## config.mk

```make
export PLATFORM = sky130hd
export DESIGN_NAME = moore_seq_det_flat
export DESIGN_NICKNAME = d
export VERILOG_FILES = /design/src/rtl/moore_seq_pkg.sv /design/src/rtl/moore_seq_det_if.sv /design/src/rtl/seq_hist_reg.sv /design/src/rtl/moore_seq_det.sv /design/src/flat_wrapper.sv
export SDC_FILE = /design/constraint.sdc
export NUM_CORES = 1
export LEC_CHECK = 0
export CORE_ASPECT_RATIO = 0.75
export CORE_MARGIN = 2
export CORE_UTILIZATION = 25
export DETAILED_ROUTE_END_ITERATION = 6
export GPL_ROUTABILITY_DRIVEN = 0
export PLACE_DENSITY_LB_ADDON = 0.12
export SYNTH_ARGS = -nofsm -noshare
export SYNTH_HDL_FRONTEND = slang
export SYNTH_SLANG_ARGS = --single-unit
export TNS_END_PERCENT = 50
```

## constraint.sdc

```tcl
create_clock -name clk -period 1.9 [get_ports clk]
set_clock_uncertainty 0.05 [all_clocks]
set_input_delay 0.19 -clock clk [delete_from_list [all_inputs] [get_ports clk]]
set_output_delay 0.19 -clock clk [all_outputs]
set_load 0.01 [all_outputs]
```

## src/rtl/moore_seq_pkg.sv

```systemverilog
// Shared types and helpers for the moore_seq_det sequence detector.
// Optional match counter is enabled by MOORE_SEQ_CNT_EN.
package moore_seq_pkg;

   localparam int STATE_W = 2;

   typedef enum logic [STATE_W-1:0] {
      IDLE  = 2'd0,
      FILL  = 2'd1,
      SCAN  = 2'd2,
      MATCH = 2'd3
   } state_e;

   function automatic int fill_w(input int w);
      return $clog2(w + 1);
   endfunction

endpackage

```

## src/rtl/moore_seq_det_if.sv

```systemverilog
// Serial data, pattern load and status bundle for moore_seq_det.
// match_cnt exists only when MOORE_SEQ_CNT_EN is defined.
interface moore_seq_det_if #(
   parameter int PAT_W = 4,
   parameter int CNT_W = 8
);
   import moore_seq_pkg::*;

   logic               Din;
   logic               din_valid;
   logic               pat_load;
   logic [PAT_W-1:0]   pat_in;
   logic               Dout;
   logic [STATE_W-1:0] state_o;
`ifdef MOORE_SEQ_CNT_EN
   logic [CNT_W-1:0]   match_cnt;
`endif

   modport master (
      output Din,
      output din_valid,
      output pat_load,
      output pat_in,
`ifdef MOORE_SEQ_CNT_EN
      input  match_cnt,
`endif
      input  Dout,
      input  state_o
   );

   modport slave (
      input  Din,
      input  din_valid,
      input  pat_load,
      input  pat_in,
`ifdef MOORE_SEQ_CNT_EN
      output match_cnt,
`endif
      output Dout,
      output state_o
   );

endinterface

```

## src/rtl/seq_hist_reg.sv

```systemverilog
// History shift register with saturating fill counter.
// Exposes the would-be next values so the FSM can compare ahead.
module seq_hist_reg
   import moore_seq_pkg::*;
#(
   parameter int PAT_W = 4,
   parameter int FW    = fill_w(PAT_W)
) (
   input  logic             clk,
   input  logic             rst,
   input  logic             clr_i,
   input  logic             en_i,
   input  logic             din_i,
   output logic [PAT_W-1:0] hist_nx_o,
   output logic [FW-1:0]    fill_nx_o
);

   logic [PAT_W-1:0] hist_q, hist_d;
   logic [FW-1:0]    fill_q, fill_d;
   logic             full;

   assign full      = (fill_q == FW'(PAT_W));
   assign hist_nx_o = {hist_q[PAT_W-2:0], din_i};
   assign fill_nx_o = full ? fill_q : fill_q + FW'(1);

   // Clear wins over shift so a non-overlap match can drop its history.
   always_comb begin
      hist_d = hist_q;
      fill_d = fill_q;
      if (clr_i) begin
         hist_d = '0;
         fill_d = '0;
      end else if (en_i) begin
         hist_d = hist_nx_o;
         fill_d = fill_nx_o;
      end
   end

   always_ff @(posedge clk) begin
      if (rst) begin
         hist_q <= '0;
         fill_q <= '0;
      end else begin
         hist_q <= hist_d;
         fill_q <= fill_d;
      end
   end

endmodule

```

## src/rtl/moore_seq_det.sv

```systemverilog
// Parametrised Moore serial pattern detector, runtime-loadable pattern.
// Define MOORE_SEQ_CNT_EN to add the saturating match counter.
module moore_seq_det
   import moore_seq_pkg::*;
#(
   parameter int               PAT_W   = 4,
   parameter logic [PAT_W-1:0] PATTERN = 4'b1011,
   parameter int               OVERLAP = 1,
   parameter int               CNT_W   = 8
) (
   input logic            clk,
   input logic            rst,
   moore_seq_det_if.slave bus
);

   localparam int FW = fill_w(PAT_W);

   localparam logic [STATE_W-1:0] ST_IDLE  = IDLE;
   localparam logic [STATE_W-1:0] ST_FILL  = FILL;
   localparam logic [STATE_W-1:0] ST_SCAN  = SCAN;
   localparam logic [STATE_W-1:0] ST_MATCH = MATCH;

   logic [STATE_W-1:0] state_q, state_d;
   logic [PAT_W-1:0]   pat_q, pat_d;
   logic               dout_q;
   logic               clr, en, hit, take;
   logic [PAT_W-1:0]   hist_nx;
   logic [FW-1:0]      fill_nx;
   logic               full_nx;

   seq_hist_reg #(
      .PAT_W (PAT_W),
      .FW    (FW)
   ) u_hist (
      .clk       (clk),
      .rst       (rst),
      .clr_i     (clr),
      .en_i      (en),
      .din_i     (bus.Din),
      .hist_nx_o (hist_nx),
      .fill_nx_o (fill_nx)
   );

   assign full_nx = (fill_nx == FW'(PAT_W));
   assign hit     = full_nx && (hist_nx == pat_q);
   assign take    = !bus.pat_load && bus.din_valid && hit;

   always_comb begin
      state_d = state_q;
      pat_d   = pat_q;
      clr     = 1'b0;
      en      = 1'b0;
      if (bus.pat_load) begin
         pat_d   = bus.pat_in;
         clr     = 1'b1;
         state_d = ST_IDLE;
      end else if (bus.din_valid) begin
         en = 1'b1;
         if (hit) begin
            state_d = ST_MATCH;
            clr     = (OVERLAP == 0);
         end else begin
            state_d = full_nx ? ST_SCAN : ST_FILL;
         end
      end else begin
         unique case (1'b1)
            (state_q == ST_MATCH):
               state_d = (OVERLAP != 0) ? ST_SCAN : ST_IDLE;
            default:
               state_d = state_q;
         endcase
      end
   end

   always_ff @(posedge clk) begin
      if (rst) begin
         state_q <= ST_IDLE;
         pat_q   <= PATTERN;
         dout_q  <= 1'b0;
      end else begin
         state_q <= state_d;
         pat_q   <= pat_d;
         dout_q  <= (state_d == ST_MATCH);
      end
   end

   assign bus.Dout    = dout_q;
   assign bus.state_o = state_q;

`ifdef MOORE_SEQ_CNT_EN
   logic [CNT_W-1:0] cnt_q, cnt_d;

   always_comb begin
      cnt_d = cnt_q;
      if (take && (cnt_q != {CNT_W{1'b1}}))
         cnt_d = cnt_q + CNT_W'(1);
   end

   always_ff @(posedge clk) begin
      if (rst) cnt_q <= '0;
      else     cnt_q <= cnt_d;
   end

   assign bus.match_cnt = cnt_q;
`else
   logic unused_take;
   assign unused_take = take;
`endif

endmodule

```

## src/flat_wrapper.sv

```systemverilog
// flat-port wrapper written by rule: the top's interface ports become plain ports
module moore_seq_det_flat import moore_seq_pkg::*;
#(
   parameter int               PAT_W   = 4,
   parameter logic [PAT_W-1:0] PATTERN = 4'b1011,
   parameter int               OVERLAP = 1,
   parameter int               CNT_W   = 8
)
  (clk, rst, bus_Din, bus_din_valid, bus_pat_load, bus_pat_in, bus_Dout, bus_state_o);
  moore_seq_det_if #(.PAT_W(PAT_W), .CNT_W(CNT_W)) bus_i ();
  input logic clk;
  input logic rst;
  input wire logic [$bits(bus_i.Din)-1:0] bus_Din;
  input wire logic [$bits(bus_i.din_valid)-1:0] bus_din_valid;
  input wire logic [$bits(bus_i.pat_load)-1:0] bus_pat_load;
  input wire logic [$bits(bus_i.pat_in)-1:0] bus_pat_in;
  output wire logic [$bits(bus_i.Dout)-1:0] bus_Dout;
  output wire logic [$bits(bus_i.state_o)-1:0] bus_state_o;
  assign bus_i.Din = bus_Din;
  assign bus_i.din_valid = bus_din_valid;
  assign bus_i.pat_load = bus_pat_load;
  assign bus_i.pat_in = bus_pat_in;
  assign bus_Dout = bus_i.Dout;
  assign bus_state_o = bus_i.state_o;
  moore_seq_det #(.PAT_W(PAT_W), .PATTERN(PATTERN), .OVERLAP(OVERLAP), .CNT_W(CNT_W)) u_core (.clk(clk), .rst(rst), .bus(bus_i));
endmodule
```

==> reports/qor_table.md <==
| Result | Reported |
|:---|:---|
| Outcome | finished, final reports clean |
| Clock latency at the later pin of the worst-skew pair | 280 ps |
| Global route overflow | 0 |
| Max Cap Viol | 0 |
| Height of the chip | 46.4 um |
| Summed instance area of the synthesized netlist | 599 um^2 |
| Switching component of the power | 120 uW |
| Unrepaired setup endpoints after global routing | false |
| Kind of start point of the critical path | flip-flop |
| Total power density per cell area | 685 nW/um^2 |
| Maximum resistive drop on vdd | 0.269 mV |
| Via count of the first global-routing pass | 415 |
| Via count | 436 |
| Required time of the critical path | 2030 ps |
| Sw frac | 0.230 |
| Max_slew headroom | 0.759 |
| Area enclosed by the die boundary | 2810 um^2 |
| Type of the worst setup path | reg -> reg |
| Max Slew Vio Count | 0 |
| Combinational share of power | 0.125 |
| Async set or reset register ratio after synthesis | 0 |
| Proportion of netlist area held by the largest area contributor | 0.434 |
| Max Fclk | 0.657 GHz |
| Layout-stage area growth over the synthesis result | 27.3% |
| Post-cts gate resize count | 0 |
| Clock transition at the register clock pins on the worst setup and hold paths after CTS | 80 ps |
| Endpoints failing setup | 0 |
| Number of placed cells counting well taps | 106 |
| Net Count, Synth | 73 |
| Worst Tran Pin Value | 358 ps |
| Count of boundary I/O pins | 12 |
| DRT iter0 DRCs | 4 |
| Data arrival time of the worst path | 1650 ps |
| Fraction of the yosys area taken by sequential cells | 0.434 |
| Via density | 3.96 |
| Synth cell types | 22 |
| DRC viols | 0 |
| Clock tree from TritonCTS | built |
| Count of buffers inserted at the top-level ports | 11 |
| Maximum buffer depth of the clock tree | 2 |
| Cell type contributing the most total cell area after synthesis | dfxtp_1 |
| Average wire per standard cell | 9.88 um |
| Worst setup EP type | flip-flop |
| Clock Power Share | 0.324 |
| Sequential cell fraction of total power | 0.551 |
| H-tree depth | 1 |
| Largest fanout on the critical path | 4 |
| Maximum number of pins on one net before global-route repair | 10 |
| Post-synthesis sequential element count | 13 |
| Top_reg_cell synth | dfxtp_1 |
| Number of flops mapped to enable cells by yosys | 0 |
| Final critical-path share of the clock period | 0.801 |
| Drt first pass iters | 3 |
| Floorplan core area | 2290 um^2 |
| Largest cells by area after synthesis | dfxtp_1 43%, mux2i_1 8.4%, xnor2_1 7.3% |
| Mean post-synth cell area | 9.67 um^2 |
| Wire length of the first global-routing pass | 1.90 mm |
| GRT Util Overall | 0.0982 |
| Fraction of the core area covered by cells at the end of the flow | 0.333 |
| Total leakage power | 0.000306 uW |
| Sum of negative setup slack | 0 ps |
| Total of warnings raised by yosys | 0 |
| Total routed wirelength | 1.09 mm |
| Cell internal power dissipation | 403 uW |
| Total half-perimeter wirelength after legalization and detailed placement | 829 um |
| Hold Vio Cnt, Final | 0 |
| Row count | 15 |
| Share of layout cells above drive strength 1 | 0.0658 |
| HP Class | reg -> reg |
| Final-layout worst hold slack | 438 ps |
| Time the worst path needs with I/O delays and setup | 1520 ps |
| Post-CTS setup buffer count | 0 |
| Number of nets at the end of the flow | 88 |
| Total CTS buffers | 3 |
| Count of mapped cells out of synthesis | 62 |
| # diodes | 0 |
| Quantity of hold-fixing buffers added after cts | 0 |
| Antenna-violating nets left | 0 |
| Initial antenna violation count | 0 |
| Clock sink count | 13 |
| Die width | 60.5 um |
| Initial Util | 0.262 |
| Final cell count without fillers | 110 |
| Root cell of the clock tree | clkbuf_4 |
path summary, 6_finish.rpt:
| path | startpoint | endpoint | slack [ps] | cells after the start |
|---|---|---|---|---|
| max | u_core.u_hist.fill_q[0]$_SDFFE_PP0P_ | u_core.bus.state_o[0]$_SDFF_PP0_ | 380 | 5 |
| min reg2reg | u_core.bus.state_o[1]$_SDFF_PP0_ | u_core.bus.state_o[1]$_SDFF_PP0_ | 440 | 2 |
| min | u_core.bus.state_o[1]$_SDFF_PP0_ | u_core.bus.state_o[1]$_SDFF_PP0_ | 440 | 2 |
| max reg2reg | u_core.u_hist.fill_q[0]$_SDFFE_PP0P_ | u_core.bus.state_o[0]$_SDFF_PP0_ | 380 | 5 |
routing by layer:
| metal | GRT usage | wire (um) | vias to the layer above |
|---|---|---|---|
| li1 | - | - | 237 |
| met1 | 0.128 | 585 | 189 |
| met2 | 0.130 | 420 | 8 |
| met3 | 0.0590 | 66 | 2 |
| met4 | 0.0391 | 14 | 0 |
| met5 | 0 | 0 | - |
cell type report:
cell class                      count  area (um^2)
Clock buffer                        4         26.3
Timing Repair Buffer               13          125
Inverter                            4         15.0
Sequential cell                    13          260
Multi-Input combinational cell     42          294
Tap cell                           34         42.5
Fill cell                         259         1530
stage by stage:
stage / area (um^2) / setup slack, ps / power [uW]
global placement: 737 / 367 / 361
floorplan: 599 / 525 / 335
CTS: 763 / 374 / 532
detailed placement: 737 / 351 / 360
global route: 763 / 236 / 556
finish: 763 / 379 / 523
cells in the mapped netlist (2+ instances only):
library cell / instances
a21oi_1: 3
inv_1: 4
dfxtp_1: 13
a211o_1: 3
xnor2_1: 5
buf_6: 2
ha_1: 2
nor3_1: 3
nor2_1: 6
nand2_1: 2
mux2i_1: 5
o21ai_0: 2
nor2b_1: 3
cell families (layout without fill, tap and decap cells):
| family | count (synthesis) | after routing | share of synthesized area |
|---|---|---|---|
| AOI/OAI and AO/OA | 10 | 10 | 0.115 |
| adders and majority gates | 2 | 2 | 0.0417 |
| xor gates and xnor gates | 5 | 5 | 0.0731 |
| and+or+nand+nor | 20 | 20 | 0.177 |
| buffers and inverters | 7 | 21 | 0.0752 |
| DFF | 13 | 13 | 0.434 |
| muxes | 5 | 5 | 0.0835 |
state kept, by name, indices dropped and copies added, names as in the netlist:
name,count
u_core.bus.Dout,1
u_core.bus.state_o,2
u_core.pat_q,4
u_core.u_hist.fill_q,3
u_core.u_hist.hist_q,3
layout by cell type, fill, tap and decap left out, drive strengths merged, types with 3 or more instances in the layout:
cell,Yosys,layout
a21oi,3,3
inv,4,4
clkdlybuf4s50,0,11
nor3,3,3
mux2i,5,5
dfxtp,13,13
nor2b,3,3
a211o,3,3
clkbuf,0,4
nor2,6,6
xnor2,5,5
power groups by stage:
stage | Clock, uW | Combinational (uW) | Sequential, uW
detailed placement | 0 | 66.0 | 294
global placement | 0 | 67.1 | 294
finish | 169 | 65.4 | 288
floorplan | 0 | 41.7 | 293
CTS | 178 | 66.5 | 288
global route | 193 | 73.4 | 289
critical path, stage by stage, from the launching register on:
cell and delay [ps]:
dfxtp_1 380, inv_1 100, ha_1 330, nor3b_1 190
o21ai_0 180, o21ba_1 210
(Power assumes the default switching activity.)
